## src/rtl/cpu_pkg.sv

```systemverilog
// Shared definitions for the MIPS-style datapath: opcodes, immediate
// extension modes, instruction field positions and the decode bundle.
package cpu_pkg;

    // Major opcodes, instr[31:26]
    localparam logic [5:0] OP_RTYPE = 6'h00;
    localparam logic [5:0] OP_BEQ   = 6'h04;
    localparam logic [5:0] OP_BNE   = 6'h05;
    localparam logic [5:0] OP_ADDI  = 6'h08;
    localparam logic [5:0] OP_ADDIU = 6'h09;
    localparam logic [5:0] OP_SLTI  = 6'h0A;
    localparam logic [5:0] OP_ANDI  = 6'h0C;
    localparam logic [5:0] OP_ORI   = 6'h0D;
    localparam logic [5:0] OP_XORI  = 6'h0E;
    localparam logic [5:0] OP_LUI   = 6'h0F;
    localparam logic [5:0] OP_LW    = 6'h23;
    localparam logic [5:0] OP_SW    = 6'h2B;

    // How the 16-bit immediate is widened to 32 bits
    typedef enum logic [1:0] {
        EXT_SIGN  = 2'd0,
        EXT_ZERO  = 2'd1,
        EXT_UPPER = 2'd2
    } ext_mode_t;

    // Instruction field bit positions
    localparam int OPC_HI   = 31;
    localparam int OPC_LO   = 26;
    localparam int RS_HI    = 25;
    localparam int RS_LO    = 21;
    localparam int RT_HI    = 20;
    localparam int RT_LO    = 16;
    localparam int RD_HI    = 15;
    localparam int RD_LO    = 11;
    localparam int SHAMT_HI = 10;
    localparam int SHAMT_LO = 6;
    localparam int FUNCT_HI = 5;
    localparam int FUNCT_LO = 0;
    localparam int IMM_HI   = 15;
    localparam int IMM_LO   = 0;

    // Registered decode bundle handed to execute
    typedef struct packed {
        logic [5:0]  opcode;
        logic [4:0]  rs;
        logic [4:0]  rt;
        logic [4:0]  rd;
        logic [4:0]  shamt;
        logic [5:0]  funct;
        logic [31:0] imm;
        ext_mode_t   ext_mode;
        logic        rtype;
        logic [31:0] pc4;
    } decode_t;

endpackage

```

## src/rtl/imm_ext.sv

```systemverilog
// Widens a 16-bit immediate to 32 bits according to the selected mode.
module imm_ext
    import cpu_pkg::*;
(
    input  logic [15:0] imm_i,
    input  ext_mode_t   mode_i,
    output logic [31:0] ext_o
);

    // Pick sign, zero or upper-half placement; unknown modes fall back to sign
    always_comb begin
        ext_o = {{16{imm_i[15]}}, imm_i};
        case (mode_i)
            EXT_ZERO:  ext_o = {16'h0000, imm_i};
            EXT_UPPER: ext_o = {imm_i, 16'h0000};
            default:   ext_o = {{16{imm_i[15]}}, imm_i};
        endcase
    end

endmodule

```

## src/rtl/id_stage.sv

```systemverilog
// Registered instruction-decode stage: one-entry pipeline register with a
// valid/ready handshake on both sides, immediate extension and a saturating
// count of back-pressure cycles.
module id_stage
    import cpu_pkg::*;
#(
    parameter int DATA_W      = 32,
    parameter int STALL_CNT_W = 16
) (
    input  logic                   clk,
    input  logic                   rst_n,
    input  logic                   flush,
    input  logic                   in_valid,
    output logic                   in_ready,
    input  logic [DATA_W-1:0]      in_instr,
    input  logic [DATA_W-1:0]      in_pc4,
    output logic                   out_valid,
    input  logic                   out_ready,
    output logic [5:0]             out_opcode,
    output logic [4:0]             out_rs,
    output logic [4:0]             out_rt,
    output logic [4:0]             out_rd,
    output logic [4:0]             out_shamt,
    output logic [5:0]             out_funct,
    output logic [DATA_W-1:0]      out_imm,
    output logic [1:0]             out_ext_mode,
    output logic                   out_rtype,
    output logic [DATA_W-1:0]      out_pc4,
    output logic [STALL_CNT_W-1:0] stall_cnt
);

    localparam logic [STALL_CNT_W-1:0] STALL_MAX = {STALL_CNT_W{1'b1}};
    localparam logic [STALL_CNT_W-1:0] STALL_ONE = {{(STALL_CNT_W-1){1'b0}}, 1'b1};

    logic                   valid_q, valid_d;
    decode_t                bundle_q, bundle_d;
    logic [STALL_CNT_W-1:0] stall_q, stall_d;

    logic                   load;
    ext_mode_t              mode_sel;
    logic [31:0]            imm_val;
    logic [5:0]             opcode;

    assign in_ready = !valid_q || out_ready;
    assign load     = in_valid && in_ready && !flush;
    assign opcode   = in_instr[OPC_HI:OPC_LO];

    // Opcode-to-extension lookup: logical immediates zero-extend, LUI goes high
    always_comb begin
        mode_sel = EXT_SIGN;
        case (opcode)
            OP_ANDI, OP_ORI, OP_XORI: mode_sel = EXT_ZERO;
            OP_LUI:                   mode_sel = EXT_UPPER;
            default:                  mode_sel = EXT_SIGN;
        endcase
    end

    imm_ext u_imm_ext (
        .imm_i  (in_instr[IMM_HI:IMM_LO]),
        .mode_i (mode_sel),
        .ext_o  (imm_val)
    );

    // Next state: flush beats load, load beats drain; data only moves on load
    always_comb begin
        valid_d  = valid_q;
        bundle_d = bundle_q;
        stall_d  = stall_q;

        if (flush) begin
            valid_d = 1'b0;
        end else if (load) begin
            valid_d = 1'b1;
        end else if (out_ready) begin
            valid_d = 1'b0;
        end

        if (load) begin
            bundle_d.opcode   = opcode;
            bundle_d.rs       = in_instr[RS_HI:RS_LO];
            bundle_d.rt       = in_instr[RT_HI:RT_LO];
            bundle_d.rd       = in_instr[RD_HI:RD_LO];
            bundle_d.shamt    = in_instr[SHAMT_HI:SHAMT_LO];
            bundle_d.funct    = in_instr[FUNCT_HI:FUNCT_LO];
            bundle_d.imm      = imm_val;
            bundle_d.ext_mode = mode_sel;
            bundle_d.rtype    = (opcode == OP_RTYPE);
            bundle_d.pc4      = in_pc4;
        end

        // Count back-pressure cycles, sticking at all-ones
        if (valid_q && !out_ready && (stall_q != STALL_MAX)) begin
            stall_d = stall_q + STALL_ONE;
        end
    end

    // State registers; reset discards any held entry immediately
    always_ff @(posedge clk or negedge rst_n) begin
        if (!rst_n) begin
            valid_q  <= 1'b0;
            bundle_q <= '0;
            stall_q  <= '0;
        end else begin
            valid_q  <= valid_d;
            bundle_q <= bundle_d;
            stall_q  <= stall_d;
        end
    end

    assign out_valid    = valid_q;
    assign out_opcode   = bundle_q.opcode;
    assign out_rs       = bundle_q.rs;
    assign out_rt       = bundle_q.rt;
    assign out_rd       = bundle_q.rd;
    assign out_shamt    = bundle_q.shamt;
    assign out_funct    = bundle_q.funct;
    assign out_imm      = bundle_q.imm;
    assign out_ext_mode = bundle_q.ext_mode;
    assign out_rtype    = bundle_q.rtype;
    assign out_pc4      = bundle_q.pc4;
    assign stall_cnt    = stall_q;

endmodule

```

## config.mk

```make
export PLATFORM = sky130hd
export DESIGN_NAME = id_stage
export DESIGN_NICKNAME = d
export VERILOG_FILES = /design/src/rtl/cpu_pkg.sv /design/src/rtl/imm_ext.sv /design/src/rtl/id_stage.sv
export SDC_FILE = /design/constraint.sdc
export NUM_CORES = 1
export LEC_CHECK = 0
export ABC_AREA = 1
export CAP_MARGIN = 20
export CELL_PAD_IN_SITES_DETAIL_PLACEMENT = 0
export CELL_PAD_IN_SITES_GLOBAL_PLACEMENT = 1
export CORE_UTILIZATION = 28
export CTS_CLUSTER_DIAMETER = 120
export DETAILED_ROUTE_END_ITERATION = 10
export PLACE_DENSITY = 0.85
export SYNTH_ARGS = -nofsm -noshare
export SYNTH_HDL_FRONTEND = slang
export SYNTH_SLANG_ARGS = --single-unit
```

## constraint.sdc

```tcl
create_clock -name clk -period 1.4 [get_ports clk]
set_input_delay 0.14 -clock clk [delete_from_list [all_inputs] [get_ports clk]]
set_output_delay 0.14 -clock clk [all_outputs]
set_load 0.01 [all_outputs]
```

* Word level (Yosys, flattened, before mapping)
Index checks and enable logic that the tools add are counted. W data, S select, Z words.
Storage, ports and cells: register bits 116, bits of input ports 69, output and inout bits 117, logic and storage cells 36
Operators by class: add/sub/neg operators 1, equality and inequality tests 7, mux-type cells 5, reductions and logical operators 11
Operators by type and width (count):
- $pmux W32 S2 | 1
- $eq A6 B4 Y1 const B | 4
- $add A16 B1 Y16 const B | 1
- $ne A16 B16 Y1 const B | 1
- $logic_not A6 Y1 | 1
- $logic_and A1 B1 Y1 | 4
- $pmux W2 S2 | 1
- $logic_not A1 Y1 | 3
- $mux W1 | 3
- $reduce_bool A3 Y1 | 1
- $reduce_or A3 Y1 | 1
- $eq A2 B1 Y1 const B | 1
- $eq A2 B2 Y1 const B | 1
- $logic_or A1 B1 Y1 | 1

* Depth between registers and ports, before layout
depth after elaboration 6, depth in mapped cells 11, mapped depth without buffers 10

* Modules after synthesis
A second synthesis with hierarchy kept.
Unflattened totals: cells, all modules 651, area, all modules 5242.5 µm²
By module, submodules not included:
- id_stage | times used 1, cells an instance 575, area each 4878.4 µm², seq. area each 2902.8 µm²
- imm_ext | times used 1, cells an instance 76, area each 364.1 µm², seq. area each 0.0 µm²

* Least setup slack after synthesis
No wires, ideal clock.
path type in2reg, from input port in_instr[31], to register bundle_q (netlist bit out_imm[10]), setup time 0.133 ns, arrival time 1.436 ns, required time 1.267 ns, path slack -0.169 ns, stages 8, path buffers 1, cell sequence nor2_1 nand2_1 nor2_1 inv_1 ha_1 nor2_1 clkbuf_1 o21ai_0
On the way: longest elaborated chain between the ends 5, elaborated cells on any way between the ends 9, those cells by class eq/ne: 6; mux: 2; reduce/logical: 1
Ends and longest elaborated chain:
- from (decl) | RTL line id_stage.sv:15 | input logic [DATA_W-1:0] in_instr,
- $eq A6 B4 Y1 | RTL line id_stage.sv:51 | case (opcode)
- $reduce_or A3 Y1 | RTL line id_stage.sv:51
- $pmux W2 S2 (*) | RTL line id_stage.sv:51
- $eq A2 B2 Y1 or $eq A2 B1 Y1 (tied branches) | RTL line imm_ext.sv:13 | case (mode_i)
- $pmux W32 S2 (*) | RTL line imm_ext.sv:13
- to (signal assigned) | RTL line id_stage.sv:105 | bundle_q <= bundle_d;
- to (decl) | RTL line id_stage.sv:36 | decode_t bundle_q, bundle_d;
Mark *: on every way between the ends. The rest lies on a longest branch, timed or not. A chain may end at the register's enable or synchronous reset.

* Worst setup path in the final report
from register stall_q[1] (netlist: stall_cnt[1]), to output port stall_cnt[1]
RTL lines:
- from (decl) | RTL line id_stage.sv:37 | logic [STALL_CNT_W-1:0] stall_q, stall_d;
- from (signal assigned) | RTL line id_stage.sv:106 | stall_q <= stall_d;
- to (decl) | RTL line id_stage.sv:29 | output logic [STALL_CNT_W-1:0] stall_cnt
No word-level cell between the ends.

==> results.ini <==
[logic_synthesis]
yosys_most_used_dff=dfrtp_1
synth_top_area_share_pct=60.9
synthArstFlopShare_pct=100
synth_common_cells=nand2_1 (285), dfrtp_1 (116), o21ai_0 (23)
synth_cell_types=28
synth.largest_area_cell=dfrtp_1
yosysWarnings=0
synth_area_leaders=dfrtp_1 (61%), nand2_1 (22%), o211ai_1 (2.5%)
synth_edf_count=0
synth.avg_cell_area_um2=8.79
yosysSeqAreaShare_pct=60.9
synth.most_common_cell=nand2_1
synth_nets=615
synth.ff_latch_count=116
synth_cells=542
syn_area_um2=4770

[global_route]
grt_util_met1_pct=21.1
grt_pass1_vias=4366
antenna_found_initial=0
grt_pass1_wl_mm=22.6
use_met2_pct=26.2
overflow=0
grtUsageTotal_pct=16.6
grt-busiest-layer=met2
grtUsageMet3_pct=5.63
grt_max_degree=72

[die]
die_area_um2=17500
core-area_um2=16600
start_util_pct=28.7
ios=186
die_y_um=132
rows=47
die_x_um=132

[critical_path]
start_kind=flop
end_kind=output pin
slowest_stage=dfrtp_1
rr_startpoint=stall_cnt[0]
crit_required_ns=1.26
crit_type=reg -> out
cp-startpoint=stall_cnt[1]
cp.arrival_ns=1.22
cpPeakStageDelay_ns=0.38
cp_cell_sequence=buf_4, dlygate4sd2_1
path_max_fanout=4
reg2reg_depth=9

[clock_tree]
path_clk_slew_ns=0.06
clk_latency_ns=0.41
clk_path_buf_depth=2
cts-root-buf=clkbuf_16
cts-htree-levels=4
clkSinkCount=116
cts_made_buffers=17
cts_tree=done

[sta]
hold_viol=0
worst_pin_slew_ns=0.421
worst_slack_ns=0.0395
setup_viol=0
rsz0062_at_grt=yes
fin_skew_ns=0.00846
maxSlewViolCount=0
slew_headroom_pct=71.9
hold_slack_ns=0.00404
finalCriticalPeriod_ns=1.36
min_period_over_period_pct=97.2
max_freq_mhz=735

[detailed_routing]
ant_nets=0
avgViaCountPerCell=4.31
num_vias=4377
drt-initial-drc-count=160
totalWireLength_mm=14.0
drcViolationCount=0
drt_first_pass_iters=6
drt-wirelength-per-cell_um=13.8

[place]
port_buffers=185
dpl_worst_slack_ns=-0.841
post-place-cells=972
dp_hpwl_mm=9.60
finalWeightedCongestion=0.740

[worst_hold_path]
min_path_cells=3
hp-class=in -> reg
min_from=in_instr[31]

[run]
maxCapViolCount=0

[power_and_ir_drop]
powerDensity_nw_per_um2=1330
fin_total_pwr_mw=10.6
p_leak_nw=4.13
ir_worst_vdd_uv=793

[run_status]
status=complete, no violations

[final_layout]
drive_gt1_share_pct=17.4
nFillCells=1593
multiInputGateArea_um2=1830
regArea_um2=2900
utilization_pct=48.1
syn2layout_area_growth_pct=67.4
antenna-diode-count=0
fin_cells=1015
layout.nets=855

[layer usage]
| layer | up-vias | wire, µm | part of all wire, % |
|---|---|---|---|
| li1 | 2184 | - | - |
| met1 | 2024 | 6120 | 44 |
| met2 | 150 | 6680 | 48 |
| met3 | 19 | 992 | 7.1 |
| met4 | 0 | 188 | 1.3 |
| met5 | - | 0 | 0 |
[layout make-up]
type,instances,area share [%]
flip-flops and latches,116,36.4
repair buffers,241,28.6
multi-input cells,384,22.9
clock buffers,18,5.50
well taps,220,3.45
clock inverters,14,1.91
inverters,21,1.08
repair inverters,1,0.0941
[path summary, 6_finish.rpt]
check,endpoint,slack [ns]
max,stall_cnt[1],0.04
min,out_opcode[5],0.004
max reg2reg,stall_cnt[11],0.05
min reg2reg,out_pc4[6],0.47
max in group asynchronous,out_imm[0],0.65
min in group asynchronous,stall_cnt[11],0.11
[power by group]
group | total, mW | switching (mW) | internal, mW
Sequential | 4.10 | 0.265 | 3.83
Clock | 4.33 | 1.65 | 2.68
Combinational | 2.18 | 1.09 | 1.09
[state kept, by name, summed over array words and instances (netlist names)]
signal	flops
out_pc4	32
out_rtype	1
out_rd	5
stall_cnt	16
out_imm	32
out_rs	5
out_funct	6
out_opcode	6
out_shamt	5
out_valid	1
out_ext_mode	2
out_rt	5
[kinds of logic (layout without fill, tap and decap cells)]
logic type / after synthesis / count (layout) / synth area share [%]
AO/OA/AOI/OAI: 43 / 43 / 5.54
XOR/XNOR: 7 / 7 / 1.29
adder cells (fa/ha/maj): 4 / 4 / 1.05
buffers and inverters: 42 / 295 / 3.91
flip-flops: 116 / 116 / 60.9
AND/OR/NAND/NOR: 330 / 330 / 27.3
[cells in the final DEF (no fill, tap or decap), types with 14 or more instances in the layout]
cell type / count
dfrtp_1: 115
dlygate4sd2_1: 113
buf_4: 40
o21ai_0: 21
clkdlybuf4s50_1: 61
nand2_1: 275
inv_1: 14
o211ai_1: 16
clkbuf_16: 19
[repair_timing]
action | CTS | global route
endpoints found under the hold margin | 116 | 0
pin swaps | 4 | 11
setup buffers | 5 | 0
hold buffers | 1 | 0
gates resized for setup | 146 | 45
cloned | 2 | 3
endpoints found under the setup margin | 153 | 70
[worst max-delay path: cells and delay by family, from the launching register on]
kind	cells	cell delay, ns
buffers and inverters	2	0.43
DFF	1	0.38
[metrics by stage]
stage,instance area (µm²),TNS [ns]
floorplan,4790,-0.218
global placement,7240,-28.85
detailed placement,7240,-32.76
CTS,7810,0
global route,7980,-0.150
finish,7980,0
No activity file was read; power rests on OpenSTA's default activity.
